## src/rtl/nubus_pkg.sv

```systemverilog
// nubus_pkg: shared definitions for the NuBus card memory arbiter.
//   - owner encoding driven on arb_owner_o
//   - arbiter state type
//   - default read data returned when a memory access times out
//   - latched memory request record
package nubus_pkg;

  localparam logic [1:0] OWN_NONE = 2'b00;
  localparam logic [1:0] OWN_SLV  = 2'b01;
  localparam logic [1:0] OWN_LOC  = 2'b10;

  localparam logic [31:0] ERR_RDATA_DEF = 32'hFFFF_FFFF;

  typedef enum logic [1:0] {
    ST_IDLE = 2'd0,
    ST_SLV  = 2'd1,
    ST_LOC  = 2'd2
  } arb_state_t;

  typedef struct packed {
    logic [31:0] addr;
    logic [31:0] wdata;
    logic [3:0]  write;
  } mem_req_t;

endpackage

```

## src/rtl/nubus_mem_watchdog.sv

```systemverilog
// nubus_mem_watchdog: load/count/expire counter.
//   i_clk      clock (rising edge)
//   i_reset    synchronous active-high reset
//   i_load     clear the count (start of a new access)
//   i_count    count one stalled cycle
//   o_expired  count has reached TIMEOUT
// The count saturates at TIMEOUT and never wraps.
module nubus_mem_watchdog #(
  parameter int TIMEOUT = 255
)(
  input  logic i_clk,
  input  logic i_reset,
  input  logic i_load,
  input  logic i_count,
  output logic o_expired
);

  localparam int CW = $clog2(TIMEOUT + 1);
  localparam logic [CW-1:0] LIMIT = CW'(TIMEOUT);

  logic [CW-1:0] r_cnt;

  always_ff @(posedge i_clk) begin
    if (i_reset)                      r_cnt <= '0;
    else if (i_load)                  r_cnt <= '0;
    else if (i_count && r_cnt != LIMIT) r_cnt <= r_cnt + CW'(1);
  end

  assign o_expired = (r_cnt == LIMIT);

endmodule

```

## src/rtl/nubus_mem_arbiter.sv

```systemverilog
// nubus_mem_arbiter: shares the card's local memory port between the NuBus
// slave path and the on-card CPU/DMA (local) port.
//   nub_clkn, reset                 clock, synchronous active-high reset
//   slv_valid/addr/wdata/write      slave request (write strobes 0 = read)
//   slv_ready/error/rdata           slave completion (error = timed out)
//   loc_*                           local port, same meaning as slave port
//   mem_valid_o/addr_o/wdata_o/write_o  latched request to memory
//   mem_ready, mem_rdata            memory completion
//   arb_owner_o                     00 none, 01 slave, 10 local
// Slave has priority, but after SLV_MAX_BURST back-to-back slave grants with
// local waiting, local wins one grant. A watchdog ends stalled accesses with
// an error completion returning ERR_RDATA.
module nubus_mem_arbiter
  import nubus_pkg::*;
#(
  parameter int          SLV_MAX_BURST = 4,
  parameter int          TIMEOUT       = 255,
  parameter logic [31:0] ERR_RDATA     = ERR_RDATA_DEF
)(
  input  logic        nub_clkn,
  input  logic        reset,
  input  logic        slv_valid,
  input  logic [31:0] slv_addr,
  input  logic [31:0] slv_wdata,
  input  logic [3:0]  slv_write,
  output logic        slv_ready,
  output logic        slv_error,
  output logic [31:0] slv_rdata,
  input  logic        loc_valid,
  input  logic [31:0] loc_addr,
  input  logic [31:0] loc_wdata,
  input  logic [3:0]  loc_write,
  output logic        loc_ready,
  output logic        loc_error,
  output logic [31:0] loc_rdata,
  output logic        mem_valid_o,
  output logic [31:0] mem_addr_o,
  output logic [31:0] mem_wdata_o,
  output logic [3:0]  mem_write_o,
  input  logic        mem_ready,
  input  logic [31:0] mem_rdata,
  output logic [1:0]  arb_owner_o
);

  localparam int SW = $clog2(SLV_MAX_BURST + 1);
  localparam logic [SW-1:0] STREAK_MAX = SW'(SLV_MAX_BURST);

  arb_state_t    r_state;
  logic          r_mem_valid;
  mem_req_t      r_req;
  logic [1:0]    r_owner;
  logic [SW-1:0] r_streak;

  mem_req_t    w_slv_req;
  mem_req_t    w_loc_req;
  logic        w_slv_win;
  logic        w_loc_win;
  logic        w_grant;
  logic        w_expired;
  logic        w_done;
  logic [31:0] w_rdata;

  assign w_slv_req = '{addr: slv_addr, wdata: slv_wdata, write: slv_write};
  assign w_loc_req = '{addr: loc_addr, wdata: loc_wdata, write: loc_write};

  // Slave wins unless local is waiting and the slave streak is exhausted.
  assign w_slv_win = (r_state == ST_IDLE) && slv_valid &&
                     !(loc_valid && r_streak == STREAK_MAX);
  assign w_loc_win = (r_state == ST_IDLE) && !w_slv_win && loc_valid;
  assign w_grant   = w_slv_win || w_loc_win;

  nubus_mem_watchdog #(.TIMEOUT(TIMEOUT)) u_wdog (
    .i_clk    (nub_clkn),
    .i_reset  (reset),
    .i_load   (w_grant),
    .i_count  (r_mem_valid && !mem_ready),
    .o_expired(w_expired)
  );

  // A real completion beats a simultaneous timeout.
  assign w_done  = r_mem_valid && (mem_ready || w_expired);
  assign w_rdata = mem_ready ? mem_rdata : ERR_RDATA;

  assign slv_ready = w_done && (r_state == ST_SLV);
  assign slv_error = slv_ready && !mem_ready;
  assign slv_rdata = slv_ready ? w_rdata : '0;
  assign loc_ready = w_done && (r_state == ST_LOC);
  assign loc_error = loc_ready && !mem_ready;
  assign loc_rdata = loc_ready ? w_rdata : '0;

  always_ff @(posedge nub_clkn) begin
    if (reset) begin
      r_state     <= ST_IDLE;
      r_mem_valid <= 1'b0;
      r_req       <= '0;
      r_owner     <= OWN_NONE;
      r_streak    <= '0;
    end else begin
      case (r_state)
        ST_IDLE: begin
          if (w_slv_win) begin
            r_state     <= ST_SLV;
            r_mem_valid <= 1'b1;
            r_req       <= w_slv_req;
            r_owner     <= OWN_SLV;
            // Streak only grows while local is actually being held off.
            if (!loc_valid)                r_streak <= '0;
            else if (r_streak != STREAK_MAX) r_streak <= r_streak + SW'(1);
          end else if (w_loc_win) begin
            r_state     <= ST_LOC;
            r_mem_valid <= 1'b1;
            r_req       <= w_loc_req;
            r_owner     <= OWN_LOC;
            r_streak    <= '0;
          end else begin
            r_streak <= '0;
          end
        end
        ST_SLV, ST_LOC: begin
          // Return to IDLE forces the dead cycle between grants.
          if (w_done) begin
            r_state     <= ST_IDLE;
            r_mem_valid <= 1'b0;
            r_owner     <= OWN_NONE;
          end
        end
        default: begin
          r_state     <= ST_IDLE;
          r_mem_valid <= 1'b0;
          r_owner     <= OWN_NONE;
        end
      endcase
    end
  end

  assign mem_valid_o = r_mem_valid;
  assign mem_addr_o  = r_req.addr;
  assign mem_wdata_o = r_req.wdata;
  assign mem_write_o = r_req.write;
  assign arb_owner_o = r_owner;

endmodule
```

## config.mk

```make
export PLATFORM = sky130hd
export DESIGN_NAME = nubus_mem_arbiter
export DESIGN_NICKNAME = d
export VERILOG_FILES = /design/src/rtl/nubus_pkg.sv /design/src/rtl/nubus_mem_watchdog.sv /design/src/rtl/nubus_mem_arbiter.sv
export SDC_FILE = /design/constraint.sdc
export NUM_CORES = 1
export LEC_CHECK = 0
export ABC_AREA = 1
export CAP_MARGIN = 20
export CORE_MARGIN = 5
export CORE_UTILIZATION = 35
export DETAILED_ROUTE_END_ITERATION = 8
export PLACE_DENSITY_LB_ADDON = 0.12
export SKIP_LAST_GASP = 1
export SLEW_MARGIN = 20
export SYNTH_ARGS = -nofsm -noshare
export SYNTH_HDL_FRONTEND = slang
export SYNTH_SLANG_ARGS = --single-unit
```

## constraint.sdc

```tcl
create_clock -name nub_clkn -period 3.7 [get_ports nub_clkn]
set_input_delay 1.11 -clock nub_clkn [delete_from_list [all_inputs] [get_ports nub_clkn]]
set_output_delay 1.11 -clock nub_clkn [all_outputs]
set_load 0.05 [all_outputs]
```

==> impl_results.html, run 1 <==
<table>
<tr><th>Metric</th><th>Value</th></tr>
<tr><th colspan="2">Status</th></tr>
<tr><td>Run status</td><td>completed</td></tr>
<tr><th colspan="2">Synth</th></tr>
<tr><td>Synthesized Nets</td><td>788</td></tr>
<tr><td>Cells after synthesis</td><td>608</td></tr>
<tr><td>Count of synthesis-stage warnings from yosys</td><td>0</td></tr>
<tr><td>Sequential element share of the synthesized area</td><td>38.7%</td></tr>
<tr><td>Leading cell types by total area after synthesis</td><td>sky130_fd_sc_hd__dfxtp_1 39%, sky130_fd_sc_hd__a21oi_1 17%, sky130_fd_sc_hd__o31ai_1 12%, sky130_fd_sc_hd__nand2_1 9.0%, sky130_fd_sc_hd__nor2_1 6.7%</td></tr>
<tr><td>Number of flip-flops and latches in the synthesized netlist</td><td>82</td></tr>
<tr><td>Post-synth cell types</td><td>23</td></tr>
<tr><td>Mean area per synthesized cell</td><td>6.97 um2</td></tr>
<tr><td>Synth top area share</td><td>38.7%</td></tr>
<tr><td>Post-synthesis instance area</td><td>4240 um2</td></tr>
<tr><td>Largest area contributor in the netlist</td><td>sky130_fd_sc_hd__dfxtp_1</td></tr>
<tr><th colspan="2">Timing</th></tr>
<tr><td>Final Cycle Share</td><td>91.9%</td></tr>
<tr><td>Final-report setup violation count</td><td>0</td></tr>
<tr><td>Final-report max-slew violation count</td><td>0</td></tr>
<tr><td>Final critical path time including I/O delays and setup</td><td>3.40 ns</td></tr>
<tr><td>Peak Freq</td><td>294 MHz</td></tr>
<tr><td>RSZ-0062 raised after global routing</td><td>no</td></tr>
<tr><td>Transition at the pin with the smallest max-transition slack</td><td>0.791 ns</td></tr>
<tr><td>Worst Skew</td><td>0.00966 ns</td></tr>
<tr><td>Worst relative slew slack</td><td>47.3%</td></tr>
<tr><td>Sum of negative setup slack</td><td>0 ns</td></tr>
<tr><td>Final hold violations</td><td>0</td></tr>
<tr><th colspan="2">Flow run</th></tr>
<tr><td>Maxcap violations</td><td>0</td></tr>
<tr><th colspan="2">Routing</th></tr>
<tr><td>Vias per cell</td><td>5.09</td></tr>
<tr><td>Total wirelength of the detailed-routed design</td><td>17,600 um</td></tr>
<tr><td>Number of DRC markers after the initial detailed-route iteration</td><td>353</td></tr>
<tr><td>Routed length per instance</td><td>16.9 um</td></tr>
<tr><td>Detailed-routing iteration count for the pre-antenna-repair pass</td><td>5</td></tr>
<tr><td>Number of remaining DRC errors</td><td>0</td></tr>
<tr><td>Post-route ant nets</td><td>0</td></tr>
<tr><td>Detailed-route via count</td><td>5,302</td></tr>
<tr><th colspan="2">Floorplan</th></tr>
<tr><td>Area of the core region</td><td>12,000 um2</td></tr>
<tr><td>Top-level port count</td><td>312</td></tr>
<tr><td>Die width</td><td>120 um</td></tr>
<tr><td>Area of the die</td><td>14,400 um2</td></tr>
<tr><td>Initial Util</td><td>35.4%</td></tr>
<tr><td>Vertical extent of the die</td><td>120 um</td></tr>
<tr><td>Number of core rows</td><td>40</td></tr>
<tr><th colspan="2">Power</th></tr>
<tr><td>P per Cell Area</td><td>559 nW/um2</td></tr>
<tr><td>Maximum resistive drop on vdd</td><td>346 uV</td></tr>
<tr><td>Static Leak</td><td>3.37 nW</td></tr>
<tr><th colspan="2">Critical path</th></tr>
<tr><td>CP endpoint kind</td><td>primary output</td></tr>
<tr><td>Crit path max fanout</td><td>23</td></tr>
<tr><td>Setup crit start kind</td><td>input pin</td></tr>
<tr><td>Crit path required time</td><td>2.59 ns</td></tr>
<tr><td>Critical path arrival</td><td>2.29 ns</td></tr>
<tr><td>Startpoint-to-endpoint class of the critical path</td><td>input pin to primary output</td></tr>
<tr><th colspan="2">CTS</th></tr>
<tr><td>Register clock-pin slew on the reported worst setup and hold paths</td><td>0.06 ns</td></tr>
<tr><td>Post-CTS setup buffer count</td><td>0</td></tr>
<tr><td>Number of buffers created by CTS</td><td>9</td></tr>
<tr><td>CTS Root Buffer Type</td><td>sky130_fd_sc_hd__clkbuf_16</td></tr>
<tr><td>Hold buffer count at CTS</td><td>0</td></tr>
<tr><td>Post-cts resize count</td><td>0</td></tr>
<tr><td>Clock Tree Buf Depth</td><td>2</td></tr>
<tr><td>Clock net sink count</td><td>82</td></tr>
<tr><td>H-tree lvl count</td><td>3</td></tr>
<tr><td>Clock tree from TritonCTS</td><td>built</td></tr>
<tr><td>Clock latency on the worst-skew pair</td><td>0.34 ns</td></tr>
<tr><th colspan="2">Global routing</th></tr>
<tr><td>Total grt overflow</td><td>0</td></tr>
<tr><td>Wire length of the first global-routing pass</td><td>26,700 um</td></tr>
<tr><td>Antenna violations before repair</td><td>0</td></tr>
<tr><td>Global routing usage summed across all routing layers</td><td>23.2%</td></tr>
<tr><td>Via count of the first global-routing pass</td><td>5,112</td></tr>
<tr><td>Maximum number of pins on one net before global-route repair</td><td>73</td></tr>
<tr><th colspan="2">Layout</th></tr>
<tr><td>Count of antenna diodes in the layout</td><td>0</td></tr>
<tr><td>Utilization after layout</td><td>69.9%</td></tr>
<tr><td>Share of layout cells above drive strength 1</td><td>11.4%</td></tr>
<tr><td>Register cell area after layout</td><td>1640 um2</td></tr>
<tr><td>Multi-input gate area</td><td>2130 um2</td></tr>
<tr><td>Post-layout net count</td><td>1,070</td></tr>
<tr><td>Post-synthesis to final-layout area growth</td><td>97.1%</td></tr>
<tr><td>Fill cell instance count of the final layout</td><td>947</td></tr>
<tr><th colspan="2">Placement</th></tr>
<tr><td>Placer Congestion</td><td>0.831</td></tr>
<tr><td>Detailed placement HPWL</td><td>13,400 um</td></tr>
<tr><td>Quantity of I/O buffers inserted on ports</td><td>311</td></tr>
<tr><th colspan="2">Worst hold path</th></tr>
<tr><td>Kind of path behind the tightest hold check</td><td>flop to flop</td></tr>
</table>
-- cells in the final DEF, fill, tap and decap left out --
master                            instances
sky130_fd_sc_hd__clkdlybuf4s50_1        241
sky130_fd_sc_hd__clkbuf_16                9
sky130_fd_sc_hd__nor2_4                   1
sky130_fd_sc_hd__nor2_1                  76
sky130_fd_sc_hd__xnor2_1                  1
sky130_fd_sc_hd__a31oi_1                  1
sky130_fd_sc_hd__clkinv_2                 1
sky130_fd_sc_hd__clkbuf_1                 1
sky130_fd_sc_hd__buf_12                  70
sky130_fd_sc_hd__o21ai_0                  4
sky130_fd_sc_hd__a21oi_1                143
sky130_fd_sc_hd__nand2_1                102
sky130_fd_sc_hd__o31ai_1                 68
sky130_fd_sc_hd__bufinv_16                1
sky130_fd_sc_hd__inv_4                    2
sky130_fd_sc_hd__nand3_1                  8
sky130_fd_sc_hd__xor2_1                   1
sky130_fd_sc_hd__buf_4                    7
sky130_fd_sc_hd__nand2_2                  3
sky130_fd_sc_hd__clkinvlp_4               1
sky130_fd_sc_hd__nand3_2                  1
sky130_fd_sc_hd__nand2_4                  1
sky130_fd_sc_hd__buf_2                    2
sky130_fd_sc_hd__dfxtp_1                 82
sky130_fd_sc_hd__ha_1                     7
sky130_fd_sc_hd__inv_1                   54
sky130_fd_sc_hd__clkbuf_8                 2
sky130_fd_sc_hd__nor3_1                   3
sky130_fd_sc_hd__inv_6                    1
-- cells by family (layout without fill, tap and decap cells) --
logic type               count (synthesis)  count (layout)  synth area share, %
flip-flops                              82              82                 38.7
AO/OA/AOI/OAI                          216             216                 29.5
AND/OR/NAND/NOR                        195             195                 18.3
adder cells (fa/ha/maj)                  7               7                 2.07
buffers and inverters                  106             392                 11.0
XOR/XNOR                                 2               2                0.413
-- cell usage after synthesis --
library cell,number
sky130_fd_sc_hd__clkbuf_1,21
sky130_fd_sc_hd__buf_2,19
sky130_fd_sc_hd__nand3_2,1
sky130_fd_sc_hd__buf_6,1
sky130_fd_sc_hd__nor2_1,76
sky130_fd_sc_hd__a21oi_1,143
sky130_fd_sc_hd__inv_4,2
sky130_fd_sc_hd__nor3_1,3
sky130_fd_sc_hd__nand2_4,1
sky130_fd_sc_hd__clkinv_2,1
sky130_fd_sc_hd__ha_1,7
sky130_fd_sc_hd__inv_1,54
sky130_fd_sc_hd__buf_4,8
sky130_fd_sc_hd__nand2_1,102
sky130_fd_sc_hd__o31ai_1,68
sky130_fd_sc_hd__nand2_2,3
sky130_fd_sc_hd__dfxtp_1,82
sky130_fd_sc_hd__xnor2_1,1
sky130_fd_sc_hd__nand3_1,8
sky130_fd_sc_hd__xor2_1,1
sky130_fd_sc_hd__a31oi_1,1
sky130_fd_sc_hd__o21ai_0,4
sky130_fd_sc_hd__nor2_4,1
-- state kept, by name, summed over array words and instances (netlist names) --
name and count:
mem_wdata_o 32, mem_valid_o 1, mem_addr_o 32, mem_write_o 4, r_streak 3, u_wdog.r_cnt 8, arb_owner_o 2
-- worst paths after layout --
| check | from | end | slack, ns | depth (start not counted) |
|---|---|---|---|---|
| hold / removal | mem_wdata_o[0] | mem_wdata_o[0] | 0.46 | 2 |
| setup / recovery | mem_ready | loc_rdata[30] | 0.30 | 9 |
| hold reg to reg | mem_wdata_o[0] | mem_wdata_o[0] | 0.46 | 2 |
| setup reg to reg | arb_owner_o[0] | mem_write_o[1] | 1.55 | 9 |
-- worst max-delay path: stages --
cell and delay [ns]:
sky130_fd_sc_hd__buf_2 0.09, sky130_fd_sc_hd__inv_1 0.07, sky130_fd_sc_hd__nand2_1 0.07, sky130_fd_sc_hd__nand2_1 0.06
sky130_fd_sc_hd__inv_1 0.09, sky130_fd_sc_hd__nand2_2 0.16, sky130_fd_sc_hd__buf_12 0.21, sky130_fd_sc_hd__a21oi_1 0.25
sky130_fd_sc_hd__buf_12 0.18
-- area by class of cell --
class,count,share of cell area (%)
clock buffer,12,3.07
timing repair buffer,320,46.4
tap,147,2.20
inverter,57,2.64
sequential,82,19.6
clock inverter,3,0.554
multi-input combinational,420,25.5
-- routing by layer --
| layer | global-route usage [%] | vias to the layer above | share of wire, % |
|---|---|---|---|
| met2 | 42.8 | 244 | 52 |
| met4 | 10.6 | 0 | 3.6 |
| li1 | - | 2602 | - |
| met1 | 24.0 | 2412 | 37 |
| met3 | 6.69 | 44 | 7.7 |
| met5 | 0 | - | 0 |
-- report_power, final --
| group | switching (mW) | internal [mW] |
|---|---|---|
| registers | 0.121 | 1.11 |
| clock network | 0.355 | 0.558 |
| logic | 1.63 | 0.898 |
| total | 2.11 | 2.56 |
-- stage by stage --
stage                     worst slack [ns]  power [mW]  cells  hold WS [ns]  area [um2]
after detailed placement             0.295        3.78   1026         0.441        8050
after floorplan                      0.197        2.82    608         0.443        4240
after global routing                 0.123        4.91   1041         0.478        8360
after CTS                            0.290        4.71   1041         0.458        8360
after global placement               0.340        3.74   1026         0.437        8050
final                                0.300        4.67   1041         0.456        8360
No activity file was read; power rests on OpenSTA's default activity.
==> run 2: changes to the inputs <==
--- a/config.mk
+++ b/config.mk
@@ -11,8 +11,10 @@
 export CORE_UTILIZATION = 35
 export DETAILED_ROUTE_END_ITERATION = 8
 export PLACE_DENSITY_LB_ADDON = 0.12
+export SETUP_SLACK_MARGIN = 0.4
 export SKIP_LAST_GASP = 1
 export SLEW_MARGIN = 20
 export SYNTH_ARGS = -nofsm -noshare
 export SYNTH_HDL_FRONTEND = slang
+export SYNTH_HIERARCHICAL = 1
 export SYNTH_SLANG_ARGS = --single-unit
==> run 2 against run 1 <==
  * Sequential share of layout area decreased by 0.25 points
  * Combinational power decreased by 27%
  * Cell area grew 1.3%
==> impl_results.html, run 2 <==
<table>
<tr><th>Metric</th><th>Value</th></tr>
<tr><th colspan="2">Worst hold path</th></tr>
<tr><td>Kind of path behind the tightest hold check</td><td>flop to flop</td></tr>
<tr><td>HP Start</td><td>arb_owner_o[1]</td></tr>
<tr><td>Hold Path End</td><td>arb_owner_o[1]</td></tr>
<tr><td>Worst Hold Path Cells</td><td>2 (unchanged)</td></tr>
<tr><th colspan="2">Synth</th></tr>
<tr><td>Synth top area share</td><td>38.7% (about the same)</td></tr>
<tr><td>Post-synth ARST share</td><td>0% (unchanged)</td></tr>
<tr><td>Leading cell types by total area after synthesis</td><td>sky130_fd_sc_hd__dfxtp_1 39%, sky130_fd_sc_hd__a21oi_1 17%, sky130_fd_sc_hd__o21ai_0 9.0%, sky130_fd_sc_hd__nand2_1 8.9%, sky130_fd_sc_hd__o21ai_1 7.9%</td></tr>
<tr><td>Count of synthesis-stage warnings from yosys</td><td>6 (+6)</td></tr>
<tr><td>Post-synth cell types</td><td>26 (+13%)</td></tr>
<tr><td>Mean area per synthesized cell</td><td>6.83 um2 (-2.1%)</td></tr>
<tr><td>Main flop type after synthesis</td><td>sky130_fd_sc_hd__dfxtp_1</td></tr>
<tr><td>Largest area contributor in the netlist</td><td>sky130_fd_sc_hd__dfxtp_1</td></tr>
<tr><td>Synthesized Nets</td><td>801 (+1.6%)</td></tr>
<tr><td>Sequential element share of the synthesized area</td><td>38.7% (about the same)</td></tr>
<tr><td>Post-synthesis instance area</td><td>4240 um2 (about the same)</td></tr>
<tr><td>Cells after synthesis</td><td>621 (+2.1%)</td></tr>
<tr><td>Number of flip-flops and latches in the synthesized netlist</td><td>82 (unchanged)</td></tr>
<tr><td>Top-count cell post-synth</td><td>sky130_fd_sc_hd__a21oi_1</td></tr>
<tr><td>Count of flip-flops with a built-in enable after synthesis</td><td>0 (unchanged)</td></tr>
<tr><td>Most used standard cells in the synthesized netlist</td><td>144 x sky130_fd_sc_hd__a21oi_1, 101 x sky130_fd_sc_hd__nand2_1, 82 x sky130_fd_sc_hd__dfxtp_1, 76 x sky130_fd_sc_hd__o21ai_0, 67 x sky130_fd_sc_hd__o21ai_1</td></tr>
<tr><th colspan="2">Floorplan</th></tr>
<tr><td>Area of the core region</td><td>12,000 um2 (unchanged)</td></tr>
<tr><td>Top-level port count</td><td>312 (unchanged)</td></tr>
<tr><td>Die width</td><td>120 um (about the same)</td></tr>
<tr><td>Initial Util</td><td>35.4% (about the same)</td></tr>
<tr><td>Number of core rows</td><td>40 (unchanged)</td></tr>
<tr><td>Area of the die</td><td>14,400 um2 (about the same)</td></tr>
<tr><td>Vertical extent of the die</td><td>120 um (about the same)</td></tr>
<tr><th colspan="2">CTS</th></tr>
<tr><td>Clock net sink count</td><td>82 (unchanged)</td></tr>
<tr><td>Hold buffer count at CTS</td><td>0 (unchanged)</td></tr>
<tr><td>Clock tree from TritonCTS</td><td>built</td></tr>
<tr><td>Post-CTS setup buffer count</td><td>0 (unchanged)</td></tr>
<tr><td>Clock latency on the worst-skew pair</td><td>0.33 ns (about the same)</td></tr>
<tr><td>CTS Root Buffer Type</td><td>sky130_fd_sc_hd__clkbuf_16</td></tr>
<tr><td>H-tree lvl count</td><td>3 (unchanged)</td></tr>
<tr><td>Register clock-pin slew on the reported worst setup and hold paths</td><td>0.06 ns (about the same)</td></tr>
<tr><td>Number of buffers created by CTS</td><td>9 (unchanged)</td></tr>
<tr><td>Clock Tree Buf Depth</td><td>2 (unchanged)</td></tr>
<tr><th colspan="2">Global routing</th></tr>
<tr><td>Via count of the first global-routing pass</td><td>5,270 (+3.1%)</td></tr>
<tr><td>Maximum number of pins on one net before global-route repair</td><td>70 (-4.1%)</td></tr>
<tr><td>Global routing usage summed across all routing layers</td><td>23.6% (+0.40 points)</td></tr>
<tr><td>Total grt overflow</td><td>0 (unchanged)</td></tr>
<tr><td>Antenna violations before repair</td><td>2 (+2)</td></tr>
<tr><td>Wire length of the first global-routing pass</td><td>27,400 um (+2.6%)</td></tr>
<tr><th colspan="2">Routing</th></tr>
<tr><td>Total wirelength of the detailed-routed design</td><td>18,000 um (+2.6%)</td></tr>
<tr><td>Number of remaining DRC errors</td><td>0 (unchanged)</td></tr>
<tr><td>Number of DRC markers after the initial detailed-route iteration</td><td>205 (-42%)</td></tr>
<tr><td>Vias per cell</td><td>5.08 (-0.20%)</td></tr>
<tr><td>Post-route ant nets</td><td>0 (unchanged)</td></tr>
<tr><td>Detailed-routing iteration count for the pre-antenna-repair pass</td><td>6 (+1)</td></tr>
<tr><td>Routed length per instance</td><td>17.0 um (+0.73%)</td></tr>
<tr><td>Detailed-route via count</td><td>5,388 (+1.6%)</td></tr>
<tr><th colspan="2">Placement</th></tr>
<tr><td>Placer Congestion</td><td>0.903 (+8.6%)</td></tr>
<tr><td>Quantity of I/O buffers inserted on ports</td><td>311 (unchanged)</td></tr>
<tr><td>Detailed placement HPWL</td><td>13,600 um (+2.0%)</td></tr>
<tr><th colspan="2">Timing</th></tr>
<tr><td>RSZ-0062 raised after global routing</td><td>yes</td></tr>
<tr><td>Final-report setup violation count</td><td>0 (unchanged)</td></tr>
<tr><td>Final hold violations</td><td>0 (unchanged)</td></tr>
<tr><td>Worst relative slew slack</td><td>49.0% (+1.7 points)</td></tr>
<tr><td>Final critical path time including I/O delays and setup</td><td>3.28 ns (-0.119 ns)</td></tr>
<tr><td>Final-report max-slew violation count</td><td>0 (unchanged)</td></tr>
<tr><td>Final Hold Slack</td><td>0.498 ns (+0.0422 ns)</td></tr>
<tr><td>Peak Freq</td><td>305 MHz (+3.6%)</td></tr>
<tr><td>Worst Skew</td><td>0.00568 ns (-0.00398 ns)</td></tr>
<tr><td>Final Cycle Share</td><td>88.7% (-3.2 points)</td></tr>
<tr><td>Transition at the pin with the smallest max-transition slack</td><td>0.765 ns (-0.0252 ns)</td></tr>
<tr><td>Sum of negative setup slack</td><td>0 ns (unchanged)</td></tr>
<tr><th colspan="2">Power</th></tr>
<tr><td>Maximum resistive drop on vdd</td><td>343 uV (-0.76%)</td></tr>
<tr><td>Static Leak</td><td>3.38 nW (+0.30%)</td></tr>
<tr><td>Switch Pwr</td><td>1.61 mW (-24%)</td></tr>
<tr><td>Gate power share</td><td>47.6% (-6.5 points)</td></tr>
<tr><td>Power share of the sequential group</td><td>29.0% (+2.7 points)</td></tr>
<tr><td>Internal power contribution</td><td>2.27 mW (-12%)</td></tr>
<tr><td>Switching part of the total</td><td>41.5% (-3.6 points)</td></tr>
<tr><td>P per Cell Area</td><td>457 nW/um2 (-18%)</td></tr>
<tr><td>Tot Pwr</td><td>3.87 mW (-17%)</td></tr>
<tr><td>Relative contribution of the clock network to total power</td><td>23.4% (+3.9 points)</td></tr>
<tr><th colspan="2">Layout</th></tr>
<tr><td>Post-synthesis to final-layout area growth</td><td>99.7%</td></tr>
<tr><td>Commonest non-fill, non-tap cell in the layout</td><td>sky130_fd_sc_hd__clkdlybuf4s50_1</td></tr>
<tr><td>Top library cells by usage in the layout, fill and taps aside</td><td>242 x sky130_fd_sc_hd__clkdlybuf4s50_1, 113 x sky130_fd_sc_hd__a21oi_1, 101 x sky130_fd_sc_hd__nand2_1</td></tr>
<tr><td>Post-layout net count</td><td>1,087 (+1.6%)</td></tr>
<tr><td>Share of layout cells above drive strength 1</td><td>15.4% (+3.9 points)</td></tr>
<tr><th colspan="2">Flow run</th></tr>
<tr><td>Maxcap violations</td><td>0 (unchanged)</td></tr>
<tr><th colspan="2">Critical path</th></tr>
<tr><td>Launch point of the worst reg-to-reg path</td><td>arb_owner_o[0]</td></tr>
<tr><td>Count of cells along the worst register-to-register path</td><td>8 (-1)</td></tr>
<tr><td>Setup crit start kind</td><td>input pin</td></tr>
<tr><td>CP endpoint kind</td><td>primary output</td></tr>
<tr><td>Crit path max fanout</td><td>21 (-8.7%)</td></tr>
<tr><td>Critical path arrival</td><td>2.17 ns (-0.12 ns)</td></tr>
<tr><td>Startpoint-to-endpoint class of the critical path</td><td>input pin to primary output</td></tr>
<tr><td>Capture point of the worst reg-to-reg path</td><td>mem_wdata_o[21]</td></tr>
<tr><td>Start point of the critical path</td><td>mem_ready</td></tr>
<tr><td>Worst setup slack for register-to-register paths</td><td>1.55 ns (about the same)</td></tr>
<tr><td>Crit path required time</td><td>2.59 ns (about the same)</td></tr>
<tr><th colspan="2">Status</th></tr>
<tr><td>Run status</td><td>completed</td></tr>
</table>
-- run 2: cell types whose count changed in the layout (fill, tap and decap cells not counted), sizes merged, moves of 2 or more --
cell    change
buf         +4
nor2       -59
o31ai      -68
nand3b      +3
clkinv      +3
o21ai     +139
nand2       -2
-- run 2: worst max path at each step --
stage	slack, ns	to
2_1_floorplan	0.25	loc_rdata[10]
3_3_place_gp	0.40	slv_error
3_5_place_dp	0.39	slv_error
4_1_cts	0.41	slv_rdata[5]
5_1_grt	0.31	loc_error
6_report	0.42	loc_rdata[13]
-- run 2: cells by family after synthesis --
| kind of cell | after synthesis | synth area share, % |
|---|---|---|
| buffers and inverters | 109 | 12.1 |
| AND/OR/NAND/NOR | 136 | 13.2 |
| AO/OA/AOI/OAI | 287 | 33.9 |
| adder cells (fa/ha/maj) | 7 | 2.07 |
| flip-flops | 82 | 38.7 |
-- run 2: repair_timing --
item                                    4_1_cts  5_1_grt
hold endpoints to repair                      0        0
cloned                                        0        0
endpoints found under the setup margin        1       66
gates resized for setup                       1       34
-- run 2: final cells by class --
cell class                 instances  area [um2]
fill                             965        3490
sequential                        82        1640
tap                              147         184
antenna                            1        2.50
inverter                          59         224
multi-input combinational        430        2200
clock inverter                     5        52.6
clock buffer                      11         253
timing repair buffer             325        3910
-- run 2: power by group through the flow --
stage	combinational (mW)	clock (mW)	sequential, mW
after floorplan	0.606	0	1.65
after global placement	1.81	0	1.13
after detailed placement	1.83	0	1.14
after CTS	1.84	0.929	1.12
after global routing	1.96	0.972	1.14
final	1.84	0.907	1.12
-- run 2: stage by stage --
stage / instances / utilization, % / area, um2 / setup WS [ns]
after floorplan: 621 / - / 4240 / 0.255
after global placement: 1043 / 67.2 / 8040 / 0.398
after detailed placement: 1043 / 67.2 / 8040 / 0.393
after CTS: 1059 / 69.8 / 8350 / 0.414
after global routing: 1060 / 70.8 / 8470 / 0.306
final: 1060 / 70.8 / 8470 / 0.419
-- run 2: critical path: stages --
cell and delay (ns):
sky130_fd_sc_hd__buf_2 0.13, sky130_fd_sc_hd__o21ai_1 0.15, sky130_fd_sc_hd__inv_1 0.07, sky130_fd_sc_hd__nand2_1 0.08
sky130_fd_sc_hd__buf_4 0.29, sky130_fd_sc_hd__a21oi_1 0.13, sky130_fd_sc_hd__buf_12 0.20
-- run 2: metal layers --
layer / global-route usage (%) / wire length (um) / share of wire (%) / vias to the layer above
li1: - / - / - / 2646
met1: 25.3 / 6690 / 37 / 2480
met2: 42.7 / 9290 / 51 / 232
met3: 7.45 / 1560 / 8.6 / 28
met4: 9.45 / 483 / 2.7 / 2
met5: 0 / 13 / 0.072 / -
